## config.mk

```make
export PLATFORM = sky130hd
export DESIGN_NAME = l2_refill_responder
export DESIGN_NICKNAME = d
export VERILOG_FILES = /design/src/rtl/l2_pkg.sv /design/src/rtl/l2_tag_array.sv /design/src/rtl/l2_refill_responder.sv
export SDC_FILE = /design/constraint.sdc
export NUM_CORES = 1
export LEC_CHECK = 0
export CORE_UTILIZATION = 35
export CTS_CLUSTER_DIAMETER = 60
export CTS_CLUSTER_SIZE = 14
export DETAILED_ROUTE_END_ITERATION = 8
export SLEW_MARGIN = 40
export SYNTH_ARGS = -nofsm -noshare
export SYNTH_HDL_FRONTEND = slang
export SYNTH_SLANG_ARGS = --single-unit
```

## constraint.sdc

```tcl
create_clock -name clk -period 4.5 [get_ports clk]
set_clock_uncertainty 0.1 [all_clocks]
set_input_delay 0.675 -clock clk [delete_from_list [all_inputs] [get_ports clk]]
set_output_delay 0.675 -clock clk [all_outputs]
set_load 0.02 [all_outputs]
```

## src/rtl/l2_pkg.sv

```systemverilog
// Shared types and constants for the L2 refill responder.
// States, address field widths and the fill pattern used for memory refills.
package l2_pkg;

    typedef enum logic [1:0] {
        ST_IDLE     = 2'd0,
        ST_LOOKUP   = 2'd1,
        ST_MEM_WAIT = 2'd2,
        ST_RESPOND  = 2'd3
    } l2_state_e;

    localparam int ADDR_W = 11;
    localparam int IDX_W  = 6;
    localparam int TAG_W  = 1;
    localparam int DATA_W = 32;

    localparam logic [15:0] FILL_PATTERN = 16'hCAFE;

    // Word returned by the backing memory for a line: pattern, zeros, line address, zero offset.
    function automatic logic [DATA_W-1:0] fill_word(input logic [ADDR_W-5:0] line_addr);
        return {FILL_PATTERN, 5'b00000, line_addr, 4'h0};
    endfunction

endpackage

```

## src/rtl/l2_tag_array.sv

```systemverilog
// Direct-mapped valid/tag/data store for the L2 refill responder.
// One combinational lookup port, one write port; valid bits clear on reset.
// A write presented during reset is discarded so a dropped fill leaves no trace.
module l2_tag_array
    import l2_pkg::*;
#(
    parameter int NUM_LINES = 64
) (
    input  logic              clk,
    input  logic              reset,
    input  logic [IDX_W-1:0]  rd_idx,
    output logic              rd_valid,
    output logic [TAG_W-1:0]  rd_tag,
    output logic [DATA_W-1:0] rd_data,
    input  logic              wr_en,
    input  logic [IDX_W-1:0]  wr_idx,
    input  logic [TAG_W-1:0]  wr_tag,
    input  logic [DATA_W-1:0] wr_data
);

    logic [NUM_LINES-1:0] valid_r;
    logic [TAG_W-1:0]     tag_r  [NUM_LINES];
    logic [DATA_W-1:0]    data_r [NUM_LINES];

    assign rd_valid = valid_r[rd_idx];
    assign rd_tag   = tag_r[rd_idx];
    assign rd_data  = data_r[rd_idx];

    // Valid bits: cleared by reset, set when a line is filled.
    always_ff @(posedge clk) begin
        if (reset) begin
            valid_r <= '0;
        end else if (wr_en) begin
            valid_r[wr_idx] <= 1'b1;
        end
    end

    // Tag and data storage: written only on a completed fill outside reset.
    always_ff @(posedge clk) begin
        if (wr_en && !reset) begin
            tag_r[wr_idx]  <= wr_tag;
            data_r[wr_idx] <= wr_data;
        end
    end

endmodule

```

## src/rtl/l2_refill_responder.sv

```systemverilog
// L2 refill responder: services one L1 miss refill at a time from a
// 64-line direct-mapped store, fetching from a fixed-latency backing memory on a miss.
// Optional hit/miss statistics counters are built when L2_STATS_EN is defined.
module l2_refill_responder
    import l2_pkg::*;
#(
    parameter int HIT_LATENCY = 2,
    parameter int MEM_LATENCY = 8,
    parameter int NUM_LINES   = 64
) (
    input  logic              clk,
    input  logic              reset,
    input  logic              req_valid,
    output logic              req_ready,
    input  logic [ADDR_W-1:0] req_addr,
    output logic              resp_valid,
    input  logic              resp_ready,
    output logic [DATA_W-1:0] resp_data,
    output logic              resp_hit,
    output logic [15:0]       hit_count,
    output logic [15:0]       miss_count
);

    localparam int CNT_W = 16;

    l2_state_e          state_r;
    logic [CNT_W-1:0]   cnt_r;
    logic [ADDR_W-5:0]  line_r;      // latched addr[10:4]; offset bits are never needed

    logic               rd_valid_s;
    logic [TAG_W-1:0]   rd_tag_s;
    logic [DATA_W-1:0]  rd_data_s;
    logic               lookup_done_s;
    logic               lookup_hit_s;
    logic               fill_en_s;
    logic [DATA_W-1:0]  fill_data_s;

    assign lookup_done_s = (state_r == ST_LOOKUP) && (cnt_r == {CNT_W{1'b0}});
    assign lookup_hit_s  = rd_valid_s && (rd_tag_s == line_r[ADDR_W-5 -: TAG_W]);
    assign fill_en_s     = (state_r == ST_MEM_WAIT) && (cnt_r == {CNT_W{1'b0}});
    assign fill_data_s   = fill_word(line_r);

    l2_tag_array #(
        .NUM_LINES (NUM_LINES)
    ) u_tag_array (
        .clk      (clk),
        .reset    (reset),
        .rd_idx   (line_r[IDX_W-1:0]),
        .rd_valid (rd_valid_s),
        .rd_tag   (rd_tag_s),
        .rd_data  (rd_data_s),
        .wr_en    (fill_en_s),
        .wr_idx   (line_r[IDX_W-1:0]),
        .wr_tag   (line_r[ADDR_W-5 -: TAG_W]),
        .wr_data  (fill_data_s)
    );

    // Request/response FSM with latency counter and registered handshake outputs.
    always_ff @(posedge clk) begin
        if (reset) begin
            state_r    <= ST_IDLE;
            cnt_r      <= {CNT_W{1'b0}};
            line_r     <= '0;
            req_ready  <= 1'b1;
            resp_valid <= 1'b0;
            resp_data  <= {DATA_W{1'b0}};
            resp_hit   <= 1'b0;
        end else begin
            case (state_r)
                ST_IDLE: begin
                    if (req_valid && req_ready) begin
                        line_r    <= req_addr[ADDR_W-1:4];
                        cnt_r     <= CNT_W'(HIT_LATENCY - 1);
                        req_ready <= 1'b0;
                        state_r   <= ST_LOOKUP;
                    end
                end
                ST_LOOKUP: begin
                    if (cnt_r == {CNT_W{1'b0}}) begin
                        if (lookup_hit_s) begin
                            resp_data  <= rd_data_s;
                            resp_hit   <= 1'b1;
                            resp_valid <= 1'b1;
                            state_r    <= ST_RESPOND;
                        end else begin
                            cnt_r   <= CNT_W'(MEM_LATENCY - 1);
                            state_r <= ST_MEM_WAIT;
                        end
                    end else begin
                        cnt_r <= cnt_r - 16'd1;
                    end
                end
                ST_MEM_WAIT: begin
                    if (cnt_r == {CNT_W{1'b0}}) begin
                        resp_data  <= fill_data_s;
                        resp_hit   <= 1'b0;
                        resp_valid <= 1'b1;
                        state_r    <= ST_RESPOND;
                    end else begin
                        cnt_r <= cnt_r - 16'd1;
                    end
                end
                ST_RESPOND: begin
                    if (resp_ready) begin
                        resp_valid <= 1'b0;
                        req_ready  <= 1'b1;
                        state_r    <= ST_IDLE;
                    end
                end
                default: begin
                    state_r    <= ST_IDLE;
                    req_ready  <= 1'b1;
                    resp_valid <= 1'b0;
                end
            endcase
        end
    end

`ifdef L2_STATS_EN
    logic [15:0] hit_cnt_r;
    logic [15:0] miss_cnt_r;

    // Saturating hit/miss counters stepped on each lookup decision.
    always_ff @(posedge clk) begin
        if (reset) begin
            hit_cnt_r  <= 16'h0000;
            miss_cnt_r <= 16'h0000;
        end else begin
            if (lookup_done_s && lookup_hit_s && (hit_cnt_r != 16'hFFFF)) begin
                hit_cnt_r <= hit_cnt_r + 16'd1;
            end
            if (lookup_done_s && !lookup_hit_s && (miss_cnt_r != 16'hFFFF)) begin
                miss_cnt_r <= miss_cnt_r + 16'd1;
            end
        end
    end

    assign hit_count  = hit_cnt_r;
    assign miss_count = miss_cnt_r;
`else
    assign hit_count  = 16'h0000;
    assign miss_count = 16'h0000;
`endif

endmodule

```

==> results.toml <==
[yosys]
syn_inst = 1366
netlist_area_sq_um = 22500
synth.avg_cell_area_sq_um = 16.5
synth-seq-cells = 554
synth_edf_count = 448
ys_seq_area_frac = 0.691
synth_common_cells = "448 x edfxtp_1, 109 x nor2_1, 106 x dfxtp_1, 102 x mux4_2, 71 x mux2i_1"
synth_area_leaders = "edfxtp_1 60%, mux4_2 10%, dfxtp_1 9.4%"
ys.flop_type = "edfxtp_1"
synth_warnings = 0
post-synth-top-area-fraction = 0.597
yosysUniqueCellTypes = 69
yosysMostFrequentCell = "edfxtp_1"
yosys.area.top_type = "edfxtp_1"
async_flop_share = 0

[timing]
rsz0062_at_grt = "no"
slew_violations = 0
relSlewSlack = 0.433
setup_viol = 0
fmax_mhz = 265
hold_viol = 0
min_period_ns = 3.77
worstMarginPinSlew_ns = 0.848
tns_ns = 0
worst_hold_slack_ns = 0.342
fin_ws_ns = 0.731
fin_crit_sh = 0.838

[cts]
clock_latency_ns = 0.60
clockBufferDepth = 3
numCtsBuffers = 49
path_clk_slew_ns = 0.07
cts_resized = 0
h-tree-depth = 2
postCtsSetupRepairBufs = 0
cts_hold_buffers = 0
numClockSinks = 554
root_buffer = "clkbuf_16"
cts_tree = "done"

[cells_and_area]
utilization = 0.400
syn_to_final_growth_pct = 12.2
fillCellCount = 5752
drive_gt1_frac = 0.193
nNetsFinal = 1434
num_antenna_cells = 0

[detailed_routing]
ant_nets = 0
wl_mm = 50.0
drtPass1Iterations = 6
wire_per_inst_microns = 21.8
drt-initial-drc-count = 930
drc = 0
viasPerCell = 5.20
num_vias = 12000

[critical_path]
start_kind = "flop"
worstPathMaxFanout = 63
cp.required_ns = 4.90
crit_path_top_delay_cell = "dfxtp_4"
reg2reg_depth = 8
crit_buf_inv = 0
path_cells = "or2_1 -> o221ai_1 -> a222oi_1 -> o211ai_1 -> or4b_4 -> a41oi_4 -> a21oi_2 -> a311oi_1"
cp_num_cells = 8
critical_path_class = "reg -> reg"
crit_arrival_ns = 4.16
crit_family = "compound AO/OA/AOI/OAI gates"
cp-end-kind = "flop"
cpPeakStageDelay_ns = 0.81

[place]
numPortBuffers = 31
pre_cts_slack_ns = 0.767
post-dp-hpwl_mm = 31.2
gp_congestion = 0.820

[worst_hold_path]
hp-class = "reg -> reg"
whs_path_depth = 1

[floorplan]
io_pins = 82
rows = 92
start_util = 0.356
design.core.area_sq_um = 63300
die_w_microns = 256
chipHeight_microns = 256
die_area_sq_um = 65400

[power]
power_leakage_nw = 8.42
fin_total_pwr_w = 0.0124
powerDensity_nw_per_um2 = 489
ir_drop_uv = 286

[global_routing]
grt_max_degree = 71
grt.total_usage = 0.154
first_global_vias = 12100
grt_antenna_before_repair = 0
grt_first_pass_wirelength_mm = 76.2
grt-ovfl-total = 0

[outcome]
status = "completed"

[job]
cap_violations = 0
-- final timing paths --
path                                              from                                   end  slack, ns
setup / recovery                line_r[0]$_SDFFE_PP0P_                cnt_r[10]$_SDFFE_PP0P_       0.73
hold reg to reg   u_tag_array.valid_r[59]$_SDFFE_PP0P_  u_tag_array.valid_r[59]$_SDFFE_PP0P_       0.34
setup reg to reg                line_r[0]$_SDFFE_PP0P_                cnt_r[10]$_SDFFE_PP0P_       0.73
hold / removal    u_tag_array.valid_r[59]$_SDFFE_PP0P_  u_tag_array.valid_r[59]$_SDFFE_PP0P_       0.34
-- cells by family (layout without fill, tap and decap cells) --
group	after synthesis	count (layout)	share of synthesized area
and+or+nand+nor	245	245	0.0515
buffers and inverters	144	185	0.0371
adders and majority gates	8	8	0.00444
other	1	46	0.000166
AOI/OAI and AO/OA	225	225	0.0720
muxes	189	189	0.144
DFF	554	554	0.691
-- per-layer routing --
layer,track usage,routed length (microns),part of all wire,up-vias
li1,-,-,-,5357
met1,0.206,21900,0.44,6152
met2,0.247,23800,0.48,348
met3,0.0333,2830,0.056,96
met4,0.0514,1480,0.030,0
met5,0,0,0,-
-- through the flow --
step | cell area (sq um) | std cells
after floorplan | 22700 | 1411
after global placement | 23700 | 2204
after detailed placement | 23700 | 2205
after CTS | 25300 | 2297
after global routing | 25300 | 2298
final | 25300 | 2298
-- sequential cells by signal (all words and copies together), names as in the netlist, named ones only --
name and cells:
resp_hit 1, u_tag_array.tag_r 63, cnt_r 16, u_tag_array.valid_r 64
req_ready 1, u_tag_array.data_r 385, line_r 7, resp_valid 1
state_r 2, resp_data 8
-- cells in the final DEF (no fill, tap or decap), types with 4 or more instances in the layout --
master / netlist / routed
edfxtp_1: 448 / 448
mux4_2: 102 / 102
dfxtp_1: 106 / 95
nor2_1: 109 / 83
mux2i_1: 71 / 71
a21o_1: 63 / 63
clkbuf_16: 0 / 52
a21oi_1: 50 / 50
nand2_1: 47 / 47
conb_1: 1 / 46
buf_4: 61 / 43
clkdlybuf4s50_1: 0 / 31
nor2_2: 1 / 27
clkbuf_1: 31 / 26
a211oi_1: 19 / 19
nor2b_1: 17 / 17
inv_1: 15 / 15
nor3_1: 14 / 14
o221ai_1: 14 / 14
nand3_1: 12 / 12
mux2_2: 11 / 11
a22oi_1: 11 / 11
o211ai_1: 10 / 10
o21ai_0: 10 / 10
o22ai_1: 8 / 8
ha_1: 8 / 8
and2_1: 7 / 7
o31ai_1: 7 / 7
nand2b_1: 6 / 6
dfxtp_4: 0 / 6
or4_1: 5 / 5
nand3b_1: 5 / 5
dfxtp_2: 0 / 5
clkinv_2: 0 / 5
mux4_1: 4 / 4
a211o_1: 4 / 4
a311oi_1: 4 / 4
inv_6: 0 / 4
-- report_power, final --
part	leakage [nW]	internal, W	switching, W	total, W
Clock	0.735	0.00220	0.00184	0.00404
Sequential	4.83	0.00578	0.000246	0.00602
Combinational	2.85	0.000910	0.00141	0.00232
-- layout make-up --
type / instances / area [sq um] / area share
sequential: 554 / 15600 / 0.616
multi-input combinational: 713 / 6370 / 0.252
clock buffer: 81 / 1440 / 0.0569
tap: 846 / 1060 / 0.0418
timing repair buffer: 77 / 701 / 0.0277
clock inverter: 11 / 76.3 / 0.00302
inverter: 16 / 60.1 / 0.00237
Note: power is estimated with default switching activity, not from simulation.
